[src/rtl/mul_div_unit_if.sv]
// Handshake/result bundle between the execute stage and the iterative multiply/divide unit.
interface mul_div_unit_if #(
  parameter int WIDTH = 32
);
  logic             start;
  logic [1:0]       op;
  logic [WIDTH-1:0] a;
  logic [WIDTH-1:0] b;
  logic             cancel;
  logic             busy;
  logic             done;
  logic [WIDTH-1:0] hi;
  logic [WIDTH-1:0] lo;

  modport master (
    output start, op, a, b, cancel,
    input  busy, done, hi, lo
  );

  modport slave (
    input  start, op, a, b, cancel,
    output busy, done, hi, lo
  );
endinterface

[src/rtl/mul_div_unit.sv]
// Iterative MULT/MULTU/DIV/DIVU unit: shift-add multiply, restoring divide, sign fix-up.
// Optional macro MDU_FAST_ZERO_EN skips the iteration phase when an operand makes the result trivial.
module mul_div_unit #(
  parameter int WIDTH = 32,
  parameter int CNT_W = 6
) (
  input  logic          clk,
  input  logic          rst_n,
  mul_div_unit_if.slave bus
);

  typedef enum logic [1:0] {IDLE, RUN, FIX, DONE} state_t;

  state_t state, state_next;

  logic [2*WIDTH-1:0] acc;
  logic [WIDTH-1:0]   opnd;
  logic [WIDTH-1:0]   a_raw;
  logic [CNT_W-1:0]   cnt;
  logic               is_div, neg_res, a_neg, div_zero;

  logic               accept, fast_zero, last_iter;
  logic               signed_op, a_neg_in, b_neg_in;
  logic [WIDTH-1:0]   a_mag_in, b_mag_in;
  logic [WIDTH:0]     mul_sum;
  logic [WIDTH:0]     div_shift;
  logic [WIDTH+1:0]   div_trial;
  logic [2*WIDTH-1:0] acc_step;
  logic [2*WIDTH-1:0] prod_fix;
  logic [WIDTH-1:0]   res_hi, res_lo;

  assign accept    = (state == IDLE) && bus.start && !bus.cancel;
  assign last_iter = (cnt == CNT_W'(WIDTH - 1));
  assign signed_op = ~bus.op[0];
  assign a_neg_in  = signed_op & bus.a[WIDTH-1];
  assign b_neg_in  = signed_op & bus.b[WIDTH-1];
  assign a_mag_in  = a_neg_in ? -bus.a : bus.a;
  assign b_mag_in  = b_neg_in ? -bus.b : bus.b;

`ifdef MDU_FAST_ZERO_EN
  assign fast_zero = bus.op[1] ? (bus.b == '0) : ((bus.a == '0) || (bus.b == '0));
`else
  assign fast_zero = 1'b0;
`endif

  // Multiply keeps {partial_hi, multiplier} in acc; divide keeps {remainder, dividend/quotient}.
  assign mul_sum   = {1'b0, acc[2*WIDTH-1:WIDTH]} + (acc[0] ? {1'b0, opnd} : '0);
  assign div_shift = {acc[2*WIDTH-1:WIDTH], acc[WIDTH-1]};
  assign div_trial = {1'b0, div_shift} - {2'b00, opnd};
  assign prod_fix  = -acc;

  always_comb begin
    acc_step = {mul_sum, acc[WIDTH-1:1]};
    if (is_div) begin
      if (!div_trial[WIDTH+1])
        acc_step = {div_trial[WIDTH-1:0], acc[WIDTH-2:0], 1'b1};
      else
        acc_step = {div_shift[WIDTH-1:0], acc[WIDTH-2:0], 1'b0};
    end
  end

  // NOTE: every always_comb output gets a default first so no path leaves it unassigned (no latch).
  always_comb begin
    res_hi = acc[2*WIDTH-1:WIDTH];
    res_lo = acc[WIDTH-1:0];
    if (!is_div) begin
      if (neg_res) {res_hi, res_lo} = prod_fix;
    end else if (div_zero) begin
      res_hi = a_raw;
      res_lo = '1;
    end else begin
      if (neg_res) res_lo = -acc[WIDTH-1:0];
      if (a_neg)   res_hi = -acc[2*WIDTH-1:WIDTH];
    end
  end

  // NOTE: sequential state uses non-blocking assignments so all registers update from pre-edge values.
  always_ff @(posedge clk or negedge rst_n) begin
    if (!rst_n) state <= IDLE;
    else        state <= state_next;
  end

  always_comb begin
    state_next = state;
    unique case (state)
      IDLE: if (accept) state_next = fast_zero ? FIX : RUN;
      RUN:  if (bus.cancel) state_next = IDLE;
            else if (last_iter) state_next = FIX;
      FIX:  state_next = bus.cancel ? IDLE : DONE;
      DONE: state_next = IDLE;
      default: state_next = IDLE;
    endcase
  end

  always_comb begin
    bus.busy = (state != IDLE);
    bus.done = (state == DONE);
  end

  always_ff @(posedge clk or negedge rst_n) begin
    if (!rst_n) begin
      acc      <= '0;
      opnd     <= '0;
      a_raw    <= '0;
      cnt      <= '0;
      is_div   <= 1'b0;
      neg_res  <= 1'b0;
      a_neg    <= 1'b0;
      div_zero <= 1'b0;
      bus.hi   <= '0;
      bus.lo   <= '0;
    end else begin
      if (accept) begin
        is_div   <= bus.op[1];
        neg_res  <= a_neg_in ^ b_neg_in;
        a_neg    <= a_neg_in;
        div_zero <= bus.op[1] && (bus.b == '0);
        a_raw    <= bus.a;
        cnt      <= '0;
        opnd     <= bus.op[1] ? b_mag_in : a_mag_in;
        if (fast_zero)      acc <= '0;
        else if (bus.op[1]) acc <= {{WIDTH{1'b0}}, a_mag_in};
        else                acc <= {{WIDTH{1'b0}}, b_mag_in};
      end else if (state == RUN) begin
        acc <= acc_step;
        cnt <= cnt + 1'b1;
      end
      if (state == FIX && !bus.cancel) begin
        bus.hi <= res_hi;
        bus.lo <= res_lo;
      end
    end
  end

endmodule
[src/flat_wrapper.sv]
// flat-port wrapper written by rule: the top's interface ports become plain ports
module mul_div_unit_flat 
#(
  parameter int WIDTH = 32,
  parameter int CNT_W = 6
)
  (clk, rst_n, bus_start, bus_op, bus_a, bus_b, bus_cancel, bus_busy, bus_done, bus_hi, bus_lo);
  mul_div_unit_if #(.WIDTH(WIDTH)) bus_i ();
  input  logic clk;
  input  logic rst_n;
  input wire logic [$bits(bus_i.start)-1:0] bus_start;
  input wire logic [$bits(bus_i.op)-1:0] bus_op;
  input wire logic [$bits(bus_i.a)-1:0] bus_a;
  input wire logic [$bits(bus_i.b)-1:0] bus_b;
  input wire logic [$bits(bus_i.cancel)-1:0] bus_cancel;
  output wire logic [$bits(bus_i.busy)-1:0] bus_busy;
  output wire logic [$bits(bus_i.done)-1:0] bus_done;
  output wire logic [$bits(bus_i.hi)-1:0] bus_hi;
  output wire logic [$bits(bus_i.lo)-1:0] bus_lo;
  assign bus_i.start = bus_start;
  assign bus_i.op = bus_op;
  assign bus_i.a = bus_a;
  assign bus_i.b = bus_b;
  assign bus_i.cancel = bus_cancel;
  assign bus_busy = bus_i.busy;
  assign bus_done = bus_i.done;
  assign bus_hi = bus_i.hi;
  assign bus_lo = bus_i.lo;
  mul_div_unit #(.WIDTH(WIDTH), .CNT_W(CNT_W)) u_core (.clk(clk), .rst_n(rst_n), .bus(bus_i));
endmodule
[config.mk]
export PLATFORM = sky130hd
export DESIGN_NAME = mul_div_unit_flat
export DESIGN_NICKNAME = d
export VERILOG_FILES = /design/src/rtl/mul_div_unit_if.sv /design/src/rtl/mul_div_unit.sv /design/src/flat_wrapper.sv
export SDC_FILE = /design/constraint.sdc
export NUM_CORES = 1
export LEC_CHECK = 0
export ABC_CLOCK_PERIOD_IN_PS = 4340
export BUFFER_PORTS_ARGS = -buffer_cell sky130_fd_sc_hd__buf_2
export CORE_MARGIN = 10
export CORE_UTILIZATION = 38
export DETAILED_ROUTE_END_ITERATION = 10
export PLACE_DENSITY = 0.59
export SKIP_CTS_REPAIR_TIMING = 1
export SLEW_MARGIN = 20
export SYNTH_ARGS = -nofsm -noshare
export SYNTH_HDL_FRONTEND = slang
export SYNTH_SLANG_ARGS = --single-unit
[constraint.sdc]
create_clock -name clk -period 4.34 [get_ports clk]
set_input_delay 0.434 -clock clk [delete_from_list [all_inputs] [get_ports clk]]
set_output_delay 0.434 -clock clk [all_outputs]
set_load 0.01 [all_outputs]
==> results of run 1 <==
-- routing by layer --
metal	vias up	part of all wire [%]
met3	103	8.8
met1	7790	44
met2	665	43
met5	-	0
li1	7758	-
met4	0	3.5
-- placed cells by master, fill, tap and decap left out, types with 36 or more instances in the layout --
cell      synthesis  final
o211ai_1         49     49
xor2_1           93     93
xnor2_1         102    102
mux2i_1          66     66
nand2_1         307    306
buf_4             1     36
inv_1            59     59
a21oi_1         173    173
nand3_1          46     46
dfrtp_1         204    201
o21ai_0         193    193
nor2_1          190    189
buf_2             7    134
a21o_1           41     41
ha_1             69     69
-- metrics by stage --
stage               hold slack [ns]  instance area (sq um)  std cells  util (%)
floorplan                     0.138                  16800       2154         -
CTS                          0.0124                  18800       2806      43.4
detailed placement            0.461                  18000       2761      41.4
global placement              0.458                  18000       2761      41.4
finish                      -0.0201                  18800       2808      43.5
global route                 0.0543                  18800       2808      43.5
-- flip-flops by register name (all words and copies together) (netlist names) --
register,flops
u_core.acc,64
u_core.a_raw,32
u_core.bus.hi,32
u_core.bus.lo,32
u_core.opnd,32
u_core.cnt,6
u_core.state,2
u_core.a_neg,1
u_core.div_zero,1
u_core.is_div,1
u_core.neg_res,1
-- Yosys cell counts, types with 14 or more instances --
| cell type | count | area share [%] |
|---|---|---|
| nor2b_1 | 15 | 0.56 |
| nand2_1 | 307 | 6.9 |
| o211ai_1 | 49 | 2.2 |
| clkbuf_1 | 127 | 2.8 |
| o21ai_1 | 24 | 0.72 |
| a21oi_1 | 173 | 5.2 |
| nor3_1 | 32 | 0.95 |
| a211oi_1 | 14 | 0.63 |
| or3_1 | 23 | 0.86 |
| nand4_1 | 16 | 0.60 |
| a31oi_1 | 24 | 0.89 |
| xor2_1 | 93 | 4.8 |
| o31ai_1 | 35 | 1.6 |
| ha_1 | 69 | 5.1 |
| o221ai_1 | 21 | 1.1 |
| nand3_1 | 46 | 1.4 |
| o21ai_0 | 193 | 5.8 |
| or4_1 | 21 | 0.94 |
| a21o_1 | 41 | 1.8 |
| inv_1 | 59 | 1.3 |
| xnor2_1 | 102 | 5.3 |
| dfrtp_1 | 204 | 30 |
| nand2b_1 | 14 | 0.52 |
| mux2i_1 | 66 | 3.9 |
| nor2_1 | 190 | 4.2 |
-- critical path: stages, from the launching register on --
cell and delay, ns:
dfrtp_1 0.48, inv_1 0.26, buf_4 0.36, nor2_1 0.12, ha_1 0.37, a21o_1 0.21
a31o_2 0.22, a31oi_1 0.44, o41ai_1 0.21, buf_4 0.18, o211ai_1 0.22, mux2_2 0.36
nor2_1 0.12, a22o_1 0.14
-- final cells by class --
type	count	area (sq um)	share of cell area [%]
multi-input combinational	1737	10900	57.8
sequential	204	5110	27.1
timing repair buffer	175	1030	5.44
clock buffer	39	739	3.92
tap	585	732	3.88
inverter	61	229	1.21
clock inverter	6	119	0.631
antenna	1	2.50	0.0133
-- final timing paths --
kind                       slack (ns)                 to
min reg2reg                      0.47  u_core.bus.hi[26]
min                             -0.02   u_core.a_raw[23]
max                              0.59     u_core.acc[62]
max reg2reg                      0.59     u_core.acc[62]
max in group asynchronous        3.30   u_core.bus.lo[8]
min in group clk                 0.09    u_core.state[1]
-- power breakdown --
| part | switching [mW] | total, mW | internal [mW] |
|---|---|---|---|
| logic | 3.92 | 6.43 | 2.51 |
| registers | 0.697 | 3.01 | 2.31 |
| clock network | 0.889 | 2.24 | 1.35 |
| total | 5.50 | 11.7 | 6.17 |
-- cell families (layout without fill, tap and decap cells) --
logic type / count (synthesis) / in the layout / synth area share (%)
and+or+nand+nor: 742 / 742 / 20.4
adders and majority gates: 71 / 71 / 5.38
muxes: 73 / 73 / 4.40
other: 0 / 1 / 0
DFF: 204 / 204 / 30.4
xor gates and xnor gates: 195 / 195 / 10.2
buffers and inverters: 213 / 281 / 4.95
AOI/OAI and AO/OA: 656 / 656 / 24.3
==> metrics.txt, run 1 <==
# port buffers=135; gr busiest metal=met2; first-pass GRT wire length=93.5 mm; WL/cell=21.9 um; TritonCTS Buffers=26; peak supply drop=0.347 mV; DRC Markers=0; hold slack=-0.0201 ns; Vias=16300; critical path class=reg -> reg; FF+latch count, synth=204; RR Startpoint=u_core.acc[0]; post-synthesis async set-or-reset flop share=100%; Max transition margin=28.5%; chip width=230 um; post-synthesis sequential area ratio=30.4%; PD cells=619 nW/um^2; critical path required time=4.84 ns; pin count of the biggest net entering global routing=107; RSZ-0062 raised after global routing=no; Total Power=11.7 mW; Critical Path AT=4.25 ns; status=finished, violations left; critical path peak fanout=26; DR vias/cell=5.81; share of cells above drive strength 1=12.0%; antenna-violating nets left=0; met3 Use GR=5.29%; CTS tree=built; clk buf depth=3; CP Capture Type=register; placer congestion estimate=0.995; Layout Area Growth over Synthesis=12.2%; Worst Setup SP=u_core.acc[0]; R2R depth=13; Final Net Count=2346; Yosys cell types=81; Setup TNS=0 ns; Peak Freq=267 MHz; count of final max-slew check failures=0; final setup skew=0.0116 ns; H-tree level count=1; Setup crit start kind=register; initial drt markers=1491; DP Worst Slack=0.665 ns; clk slew on worst S/H paths=0.06 ns; synthesized area per cell=7.80 sq um; Core Footprint=43400 sq um; Final setup viols=0; clk sink count=204; Overall Global Routing Usage=22.3%; total I/O pin count=136; die area=53000 sq um; met1 Use GR=30.3%; vias in the first global route=15400; Mapped Cells=2154; minimum clock period after layout=3.75 ns; Worst-Margin Slew=1.07 ns; syn nets=2295; hpwl dp=46.8 mm; failing checks=hold timing; initial antenna violation count=2; Leak Pwr=8.27 nW; number of flops mapped to enable cells by yosys=0; hold crit path type=in -> async; Final WS setup=0.590 ns; Clk Tree Root Cell=clkbuf_16; YS warnings=0; Initial Utilization=38.7%; max cap viols=0; Post-synth top flop=dfrtp_1; FILL cells=4437; die height=230 um; Initial DRT Pass Iterations=6; grt ovf=0; # rows=76; number of hold violations in the final report=10; worst skew pair latency=0.56 ns; Mapped Area=16800 sq um; final period utilization=86.4%; GR Util met2=33.7%; drt total wl=61.5 mm
Note: power is estimated with default switching activity, not from simulation.
==> inputs of run 2 (changes only) <==
--- a/config.mk
+++ b/config.mk
@@ -5,12 +5,13 @@
 export SDC_FILE = /design/constraint.sdc
 export NUM_CORES = 1
 export LEC_CHECK = 0
+export ABC_AREA = 1
 export ABC_CLOCK_PERIOD_IN_PS = 4340
 export BUFFER_PORTS_ARGS = -buffer_cell sky130_fd_sc_hd__buf_2
 export CORE_MARGIN = 10
 export CORE_UTILIZATION = 38
 export DETAILED_ROUTE_END_ITERATION = 10
-export PLACE_DENSITY = 0.59
+export PLACE_DENSITY = 0.58
 export SKIP_CTS_REPAIR_TIMING = 1
 export SLEW_MARGIN = 20
 export SYNTH_ARGS = -nofsm -noshare
==> run 2 against run 1 <==
Effect of this change:
- the flow now finishes without violations
- clock skew increased by 0.0083 ns
- sequential power increased by 42%
- register-to-register slack improved by 0.51 ns
- flip-flop and latch count unchanged
- global-route usage increased by 7.0 points
- power increased by 64%
- non-clock buffer count decreased by 14
- hold slack improved by 0.19 ns
- critical endpoint is now u_core.acc[47]
- count of clock-buffer cells in the layout decreased by 5
- cell area increased by 16%
==> metrics.txt, run 2 <==
critical path class=reg -> reg (unchanged); Critical Path AT=3.70 ns (was 4.25 ns); Clk Tree Root Cell=clkbuf_16 (unchanged); grt ovf=0 (unchanged); Peak Freq=308 MHz (was 267 MHz); pin count of the biggest net entering global routing=101 (was 107); die height=247 um (was 230 um); PD cells=878 nW/um^2 (was 619 nW/um^2); critical path required time=4.80 ns (was 4.84 ns); clk buf depth=3 (unchanged); Final setup viols=0 (unchanged); placer congestion estimate=1.01 (was 0.995); drt total wl=91.5 mm (was 61.5 mm); largest reg by FF count=u_core.acc (unchanged); minimum clock period after layout=3.24 ns (was 3.75 ns); RSZ-0062 raised after global routing=no (unchanged); count of final max-slew check failures=0 (unchanged); Layout Area Growth over Synthesis=11.3% (was 12.2%); final setup skew=0.0199 ns (was 0.0116 ns); GR Util met2=45.4% (was 33.7%); Overall Global Routing Usage=29.2% (was 22.3%); initial antenna violation count=2 (unchanged); critical path peak fanout=20 (was 26); CP Capture Type=register (unchanged); max cap viols=0 (unchanged); Mapped Cells=3312 (was 2154); DP Worst Slack=1.17 ns (was 0.665 ns); Final Net Count=3537 (was 2346); number of hold violations in the final report=0 (was 10); gr busiest metal=met2 (unchanged); Vias=22500 (was 16300); commonest non-fill, non-tap cell in the layout=nand2_1 (unchanged); met3 Use GR=4.39% (was 5.29%); cell taking the most area after synthesis=dfrtp_1 (unchanged); Mapped Area=19600 sq um (was 16800 sq um); DR vias/cell=5.50 (was 5.81); die area=61000 sq um (was 53000 sq um); Setup TNS=0 ns (unchanged); most common cell in the synthesized netlist=nand2_1 (unchanged); top post-synthesis cells by area=dfrtp_1, nand2_1, inv_1 (was dfrtp_1, nand2_1, o21ai_0); Ant. Diodes=0 (was 1); clk slew on worst S/H paths=0.07 ns (was 0.06 ns); Post-synth top cells=nand2_1, inv_1, nor2_1, nand3_1, dfrtp_1 (was nand2_1, dfrtp_1, o21ai_0, nor2_1, a21oi_1); worst skew pair latency=0.57 ns (was 0.56 ns); Total Power=19.1 mW (was 11.7 mW); TritonCTS Buffers=25 (was 26); post-synthesis async set-or-reset flop share=100% (unchanged); status=finished, final reports clean (was finished, violations left); met1 Use GR=39.2% (was 30.3%); final period utilization=74.7% (was 86.4%); clk sink count=204 (unchanged); Setup crit start kind=register (unchanged); hpwl dp=73.9 mm (was 46.8 mm); Max transition margin=31.1% (was 28.5%); FF+latch count, synth=204 (unchanged); vias in the first global route=20900 (was 15400); Initial Utilization=38.2% (was 38.7%); Worst-Margin Slew=1.03 ns (was 1.07 ns); Yosys cell types=52 (was 81); Final Non-Filler Cells=4094 (was 2808); WL/cell=22.4 um (was 21.9 um); synthesized area per cell=5.91 sq um (was 7.80 sq um); antenna-violating nets left=0 (unchanged); total I/O pin count=136 (unchanged); Leak Pwr=11.3 nW (was 8.27 nW); number of flops mapped to enable cells by yosys=0 (unchanged); post-synthesis sequential area ratio=26.1% (was 30.4%); top-area cell type share of the netlist area=26.1% (was 30.4%); DRC Markers=0 (unchanged); placed cell count=4048 (was 2761); syn nets=3453 (was 2295); CTS tree=built (unchanged); Core Footprint=51200 sq um (was 43400 sq um); first-pass GRT wire length=135 mm (was 93.5 mm); Initial DRT Pass Iterations=8 (was 6); hold crit path type=in -> reg (was in -> async); YS warnings=0 (unchanged); chip width=247 um (was 230 um); # port buffers=135 (unchanged); max FFs per register=64 (unchanged); share of cells above drive strength 1=7.97% (was 12.0%); Final WS setup=1.10 ns (was 0.590 ns); H-tree level count=1 (unchanged); # rows=83 (was 76); peak supply drop=0.496 mV (was 0.347 mV); commonest non-fill, non-tap cells in the layout=nand2_1, inv_1, nor2_1 (was nand2_1, dfrtp_1, o21ai_0); initial drt markers=2559 (was 1491); Post-synth top flop=dfrtp_1 (unchanged)
-- run 2: cell count changes in the layout (fill, tap and decap cells not counted), moves of 24 or more --
cell     delta
mux2i_1    -66
nand2_1   +790
xnor2_1    -85
nor2_1    +197
o21ai_0    -31
o31ai_1    -33
nand3_1   +232
nand4_1    +28
a21o_1     -40
inv_1     +401
a21oi_1    -24
-- run 2: layer usage --
metal	wire [um]	up-vias
met5	27	-
met4	5050	4
met3	8060	199
met2	40100	1152
met1	38300	10500
li1	-	10700
-- run 2: final cells by class --
class                   count  area (sq um)
fillers                  5728         29400
well taps                 680           851
flip-flops and latches    204          5110
clock buffers              34           719
inverters                 478          1790
repair buffers            161           896
clock inverters            11           159
multi-input cells        2526         12300
-- run 2: stage by stage --
step           util, %  hold slack, ns  cell area, sq um
6_report          42.6           0.172             21800
5_1_grt           42.6           0.176             21800
4_1_cts           42.5          -0.181             21800
3_5_place_dp      40.8           0.402             20900
3_3_place_gp      40.8           0.403             20900
2_1_floorplan        -           0.138             19600
-- run 2: path summary, 6_finish.rpt --
| kind | from | end | slack (ns) | cells after the start |
|---|---|---|---|---|
| max in group asynchronous | rst_n | u_core.is_div | 2.90 | 3 |
| hold reg to reg | u_core.bus.hi[19] | u_core.bus.hi[19] | 0.47 | 2 |
| setup reg to reg | u_core.acc[38] | u_core.acc[47] | 1.10 | 14 |
| min in group asynchronous | rst_n | u_core.bus.hi[27] | 0.39 | 2 |
| hold / removal | bus_cancel | u_core.state[1] | 0.17 | 3 |
| setup / recovery | u_core.acc[38] | u_core.acc[47] | 1.10 | 14 |
-- run 2: where the power goes --
part | switching, mW | internal [mW] | leakage (nW)
Sequential | 1.46 | 2.82 | 2.48
Combinational | 8.67 | 3.89 | 8.43
Clock | 0.938 | 1.35 | 0.432
Total | 11.1 | 8.06 | 11.3
-- run 2: logic make-up after synthesis --
family	after synthesis	share of synthesized area (%)
AOI/OAI and AO/OA	433	12.4
xor gates and xnor gates	97	4.34
adders and majority gates	71	4.62
buffers and inverters	582	11.4
DFF	204	26.1
and+or+nand+nor	1925	41.1
-- run 2: critical path, stage by stage (launching register included) --
cell	delay [ns]
dfrtp_1	0.58
ha_1	0.49
nand2_1	0.15
nor2_2	0.18
nand3_1	0.10
nand3_2	0.15
nand2_1	0.10
nand2_2	0.11
nand2_4	0.12
nand2_4	0.32
nand2_2	0.21
inv_2	0.35
nand2_1	0.11
nand3b_1	0.11
nand2_1	0.05
